`config.mk`:
```
export PLATFORM = sky130hd
export DESIGN_NAME = axis_packet_generator
export DESIGN_NICKNAME = d
export VERILOG_FILES = /design/src/rtl/axispktgen_pkg.sv /design/src/rtl/lfsr32.sv /design/src/rtl/axis_packet_generator.sv
export SDC_FILE = /design/constraint.sdc
export NUM_CORES = 1
export LEC_CHECK = 0
export ABC_AREA = 1
export CAP_MARGIN = 40
export CORE_AREA = 2 2 499 501
export DETAILED_ROUTE_END_ITERATION = 12
export DIE_AREA = 0 0 501 503
export PLACE_DENSITY_LB_ADDON = 0.15
export SYNTH_ARGS = -nofsm -noshare
export SYNTH_HDL_FRONTEND = slang
export SYNTH_SLANG_ARGS = --single-unit
export TNS_END_PERCENT = 10
```
`constraint.sdc`:
```
create_clock -name axis_clk -period 6.74 [get_ports axis_clk]
set_input_delay 0.674 -clock axis_clk [delete_from_list [all_inputs] [get_ports axis_clk]]
set_output_delay 0.674 -clock axis_clk [all_outputs]
set_load 0.01 [all_outputs]
```
`src/rtl/axispktgen_pkg.sv`:
```
// Shared constants, FSM state type and helpers for the AXI-Stream packet generator.
package axispktgen_pkg;

  localparam logic [1:0] MODE_COUNT = 2'b00;
  localparam logic [1:0] MODE_CONST = 2'b01;
  localparam logic [1:0] MODE_LFSR  = 2'b10;

  // Fibonacci taps for x^32 + x^22 + x^2 + x + 1 (term x^n maps to bit n-1)
  localparam logic [31:0] LFSR_TAPS = 32'h8020_0003;
  localparam logic [31:0] LFSR_SEED = 32'h0000_0001;

  typedef enum logic [1:0] {
    StIdle,
    StSend,
    StGap
  } state_e;

  function automatic int clog2(input int value);
    int result;
    result = 0;
    for (int i = 0; i < 31; i++) begin
      if ((1 << i) < value) result = i + 1;
    end
    return result;
  endfunction

endpackage

```
`src/rtl/lfsr32.sv`:
```
// 32-bit Fibonacci LFSR that steps once per cycle with advance high.
module lfsr32
  import axispktgen_pkg::*;
(
  input  logic        clk,
  input  logic        reset,
  input  logic        advance,
  output logic [31:0] value
);

  always_ff @(posedge clk or posedge reset) begin
    if (reset) begin
      value <= LFSR_SEED;
    end else if (advance) begin
      value <= {value[30:0], ^(value & LFSR_TAPS)};
    end
  end

endmodule

```
`src/rtl/axis_packet_generator.sv`:
```
// AXI-Stream packet generator: round-robin channel selection, programmable length,
// inter-packet gap and payload pattern (beat count, constant, LFSR).
module axis_packet_generator
  import axispktgen_pkg::*;
#(
  parameter int G_AXIS_DATA_WIDTH = 1024,
  parameter int G_NUM_CHANNELS    = 4,
  parameter int G_LEN_WIDTH       = 16,
  localparam int KEEP_W = G_AXIS_DATA_WIDTH / 8,
  localparam int DEST_W = (clog2(G_NUM_CHANNELS) < 1) ? 1 : clog2(G_NUM_CHANNELS)
) (
  input  logic                         axis_clk,
  input  logic                         axis_reset,
  input  logic                         enable,
  input  logic [G_LEN_WIDTH-1:0]       packet_length,
  input  logic [7:0]                   gap_cycles,
  input  logic [1:0]                   mode,
  input  logic [63:0]                  constant_pattern,
  input  logic [G_NUM_CHANNELS-1:0]    channel_mask,
  output logic [G_AXIS_DATA_WIDTH-1:0] m_axis_tdata,
  output logic                         m_axis_tvalid,
  input  logic                         m_axis_tready,
  output logic [KEEP_W-1:0]            m_axis_tkeep,
  output logic                         m_axis_tlast,
  output logic [DEST_W-1:0]            m_axis_tdest,
  output logic [31:0]                  packet_count
);

  localparam logic [G_LEN_WIDTH-1:0] BYTES_L = G_LEN_WIDTH'(KEEP_W);

  state_e                      state_q;
  logic                        tvalid_q;
  logic [G_LEN_WIDTH-1:0]      beat_q;
  logic [G_LEN_WIDTH-1:0]      rem_q;
  logic [1:0]                  mode_q;
  logic [63:0]                 const_q;
  logic [DEST_W-1:0]           dest_q;
  logic [DEST_W-1:0]           rr_ptr_q;
  logic [DEST_W-1:0]           next_ch;
  logic [7:0]                  gap_q;
  logic [31:0]                 lfsr_value;
  logic [2*G_NUM_CHANNELS-1:0] mask_rot;
  logic [KEEP_W-1:0]           keep_last;
  logic                        start_ok;
  logic                        accept;
  logic                        last_beat;
  logic                        launch;

  assign start_ok  = enable && (packet_length != '0) && (channel_mask != '0);
  assign accept    = tvalid_q && m_axis_tready;
  // rem_q holds the bytes still to send, including the beat on the bus
  assign last_beat = (rem_q <= BYTES_L);

  // Doubled mask rotated so bit k is channel (ptr + 1 + k) mod N; lowest set bit wins.
  always_comb begin
    mask_rot = {channel_mask, channel_mask} >> (int'(rr_ptr_q) + 1);
    next_ch  = '0;
    for (int k = G_NUM_CHANNELS - 1; k >= 0; k--) begin
      if (mask_rot[k]) next_ch = DEST_W'((int'(rr_ptr_q) + 1 + k) % G_NUM_CHANNELS);
    end
  end

  always_comb begin
    launch = 1'b0;
    case (state_q)
      StIdle:  launch = start_ok;
      StSend:  launch = accept && last_beat && (gap_cycles == 8'd0) && start_ok;
      StGap:   launch = (gap_q <= 8'd1) && start_ok;
      default: launch = 1'b0;
    endcase
  end

  always_ff @(posedge axis_clk or posedge axis_reset) begin
    if (axis_reset) begin
      state_q      <= StIdle;
      tvalid_q     <= 1'b0;
      beat_q       <= '0;
      rem_q        <= '0;
      mode_q       <= MODE_COUNT;
      const_q      <= '0;
      dest_q       <= '0;
      rr_ptr_q     <= DEST_W'(G_NUM_CHANNELS - 1);
      gap_q        <= '0;
      packet_count <= '0;
    end else begin
      if (accept && last_beat) packet_count <= packet_count + 32'd1;
      if (launch) begin
        state_q  <= StSend;
        tvalid_q <= 1'b1;
        beat_q   <= '0;
        rem_q    <= packet_length;
        mode_q   <= ((mode == MODE_CONST) || (mode == MODE_LFSR)) ? mode : MODE_COUNT;
        const_q  <= constant_pattern;
        dest_q   <= next_ch;
        rr_ptr_q <= next_ch;
      end else begin
        case (state_q)
          StIdle: tvalid_q <= 1'b0;
          StSend: begin
            if (accept) begin
              if (last_beat) begin
                tvalid_q <= 1'b0;
                if (gap_cycles != 8'd0) begin
                  state_q <= StGap;
                  gap_q   <= gap_cycles;
                end else begin
                  state_q <= StIdle;
                end
              end else begin
                beat_q <= beat_q + G_LEN_WIDTH'(1);
                rem_q  <= rem_q - BYTES_L;
              end
            end
          end
          StGap: begin
            if (gap_q <= 8'd1) state_q <= StIdle;
            else gap_q <= gap_q - 8'd1;
          end
          default: state_q <= StIdle;
        endcase
      end
    end
  end

  // The LFSR only steps on beats that actually carry LFSR payload
  lfsr32 u_lfsr (
    .clk     (axis_clk),
    .reset   (axis_reset),
    .advance (accept && (mode_q == MODE_LFSR)),
    .value   (lfsr_value)
  );

  always_comb begin
    for (int i = 0; i < KEEP_W; i++) begin
      keep_last[i] = (rem_q > G_LEN_WIDTH'(i));
    end
  end

  always_comb begin
    m_axis_tdata = '0;
    if (tvalid_q) begin
      case (mode_q)
        MODE_CONST: m_axis_tdata = {(G_AXIS_DATA_WIDTH / 64){const_q}};
        MODE_LFSR:  m_axis_tdata = {(G_AXIS_DATA_WIDTH / 32){lfsr_value}};
        default:    m_axis_tdata = G_AXIS_DATA_WIDTH'(beat_q);
      endcase
    end
  end

  assign m_axis_tvalid = tvalid_q;
  assign m_axis_tlast  = tvalid_q && last_beat;
  assign m_axis_tkeep  = !tvalid_q ? '0 : (last_beat ? keep_last : '1);
  assign m_axis_tdest  = dest_q;

endmodule

```
==> flow_metrics.tcl <==
set metrics [dict create \
    postSynthAreaPerCell_um2 7.02 \
    placed_cells 6208 \
    postPlaceCellArea_um2 29100 \
    swShare 0.493 \
    fin_worst_skew_ns 0.0182 \
    syn_to_final_growth_pct 61.4 \
    globalplace.congestion 0.753 \
    layout.nets 3100 \
    grt_first_pass_wirelength_mm 151 \
    holdWs_ns 0.488 \
    synth_top_area_frac 0.386 \
    crit_type "register to primary output" \
    worst_setup_path_start_kind "register" \
    p_per_area_nw_per_um2 289 \
    via_per_inst 2.73 \
    die_x_um 501 \
    fp.dieArea_um2 252000 \
    tightest_slew_ns 0.909 \
    ys_seq_area_frac 0.241 \
    fmaxAchievable_ghz 0.220 \
    synth_seq_cells 177 \
    synthesis.area_um2 18400 \
    netSwitchingPower_mw 4.23 \
    fill_cells 28400 \
    tns_ns 0 \
    path_clk_slew_ns 0.09 \
    synth.most_common_cell "buf_4" \
    num_io_pins 1286 \
    synth-async-reset-ratio 1.00 \
    min_path_type "register to register" \
    drt-total-wl_mm 116 \
    first_pass_iters 5 \
    p_leak_nw 10.8 \
    synthSimpleGateAreaFrac 0.204 \
    post-place-ws_ns 2.40 \
    finalSetupViolCount 0 \
    antenna_found_initial 23 \
    grt_use_total 0.0865 \
    maxSlewHeadroom 0.394 \
    cts_root_buf "clkbuf_16" \
    clock_path_buffers 2 \
    finalMaxSlewViolations 0 \
    ys_top_cells_by_area "buf_4, dfrtp_1, nand2_1" \
    wl_met3_mm 6.63 \
    worst_slack_ns 2.20 \
    start_util 0.0745 \
    crit_arrival_ns 3.87 \
    insertion_delay_ns 0.55 \
    cp_max_fo 37 \
    coreArea_um2 247000 \
    finalCritPeriodShare 0.674 \
    grt_max_degree 78 \
    cts_tree "built" \
    synth_xor_area_frac 0.0243 \
    postRouteAntennaNets 0 \
    status "completed" \
    syn-instance-count 2623 \
    dominantRegCellSynth "dfrtp_1" \
    yosys.area_share.adder 0.00816 \
    finalHoldViolCount 0 \
    dr_wl_met2_mm 58.6 \
    synth_compound_area_frac 0.0776 \
    worst_setup_path_end_kind "primary output" \
    drive_above_1_share 0.0706 \
    htreeDepth 4 \
    wl_per_cell_um 18.6 \
    fp.dieH_um 503 \
    utilization 0.120 \
    final_cells 6248 \
    total_power_mw 8.58 \
    final.min_clock_period_ns 4.54 \
    p_seq_frac 0.210 \
    ys_top_cells_by_count "buf_4, nand2_1, inv_1, dfrtp_1, nor2_1" \
    p_comb_frac 0.656 \
    rows 183 \
    cts.repair.resized 0 \
    drtIter0Drc 793 \
    drc 0 \
    pwr-share-clk 0.134 \
    cts_buffers 17 \
    vdd_drop_max_v 0.000221 \
    cp_data_required_time_ns 6.07 \
    rsz0062_at_grt "no" \
    final_area_um2 29700 \
    portBuffers 1285 \
    synth_edf_count 0 \
    wl_met1_mm 50.0 \
    ys.warnings.count 0 \
    maxCapViolCount 0 \
    muxShareOfSynthArea 0 \
    synth_fp_nets 2733 \
    grt_overflow_total 0 \
    grt_pass1_vias 16600 \
    synth_top_family_by_area "buffers and inverters" \
    postCtsSetupRepairBufs 0 \
    cts_sinks 177 \
    dr_total_vias 17100 \
    internal_power_mw 4.35 \
    top_layer_used "met5" \
    synth.largest_area_cell "buf_4" \
    synth_cell_type_count 45 \
    postCtsHoldBufs 0 \
    place.detailed.hpwl_mm 96.5 \
]
-- cell families after synthesis --
group	Yosys count
simple gates	905
buf+inv	1216
flops	177
xor+xnor	51
fa+ha+maj	12
compound gates	262
-- registers in the layout, indices dropped and copies added (netlist names) --
register	count
gap_q	8
m_axis_tdest	2
m_axis_tvalid	1
packet_count	32
const_q	64
rem_q	16
u_lfsr.value	32
mode_q	2
state_q	2
rr_ptr_q	2
beat_q	16
-- power groups by stage --
stage               registers (mW)  logic, mW  clock network, mW
global route                  1.87       6.15               1.26
floorplan                     1.66       3.15                  0
CTS                           1.81       5.83               1.24
finish                        1.80       5.62               1.15
detailed placement            1.83       5.81                  0
global placement              1.84       5.79                  0
-- path summary, 6_finish.rpt --
path,startpoint,end,slack (ns),cells past startpoint
max reg2reg,rem_q[4],const_q[51],3.08,14
min reg2reg,const_q[38],const_q[38],0.49,2
max in group asynchronous,axis_reset,mode_q[1],4.70,3
min in group asynchronous,axis_reset,packet_count[0],0.54,2
min,const_q[38],const_q[38],0.49,2
max,mode_q[1],m_axis_tdata[902],2.20,9
-- critical path, cell delays in order, from the launching register on --
cell,delay (ns)
dfrtp_1,0.41
inv_1,0.10
ha_4,0.50
buf_4,0.43
nand2_1,0.15
nand2_1,0.19
inv_1,0.12
nor2_1,0.36
buf_4,0.28
clkdlybuf4s50_1,0.77
-- cells in the final DEF, fill, tap and decap left out, types with 9 or more instances in the layout --
| master | count |
|---|---|
| buf_4 | 52 |
| nor4_1 | 11 |
| buf_6 | 9 |
| nor2_1 | 146 |
| xor2_1 | 34 |
| nor2_2 | 11 |
| o22ai_1 | 15 |
| nand2_1 | 584 |
| nand4_1 | 15 |
| clkbuf_16 | 17 |
| clkdlybuf4s50_1 | 1285 |
| a21oi_4 | 9 |
| buf_8 | 13 |
| o21ai_0 | 102 |
| nand3_1 | 75 |
| a21oi_1 | 58 |
| or2_2 | 9 |
| ha_1 | 10 |
| a21oi_2 | 37 |
| inv_1 | 189 |
| xnor2_1 | 17 |
| dfrtp_1 | 174 |
| nand3b_1 | 11 |
| nor3_1 | 25 |
-- per-layer routing --
| metal | GRT usage | up-vias |
|---|---|---|
| li1 | - | 7952 |
| met1 | 0.108 | 8268 |
| met2 | 0.154 | 781 |
| met3 | 0.0193 | 44 |
| met4 | 0.0108 | 10 |
| met5 | 0 | - |
-- area by class of cell --
type / count / area [µm²] / share of cell area
inverters: 196 / 746 / 0.0251
well taps: 3237 / 4050 / 0.136
diodes: 8 / 20.0 / 0.000674
repair buffers: 1368 / 13800 / 0.463
clock buffers: 17 / 425 / 0.0143
flip-flops and latches: 177 / 4430 / 0.149
multi-input cells: 1230 / 6070 / 0.204
clock inverters: 15 / 206 / 0.00695
(Power assumes the default switching activity.)
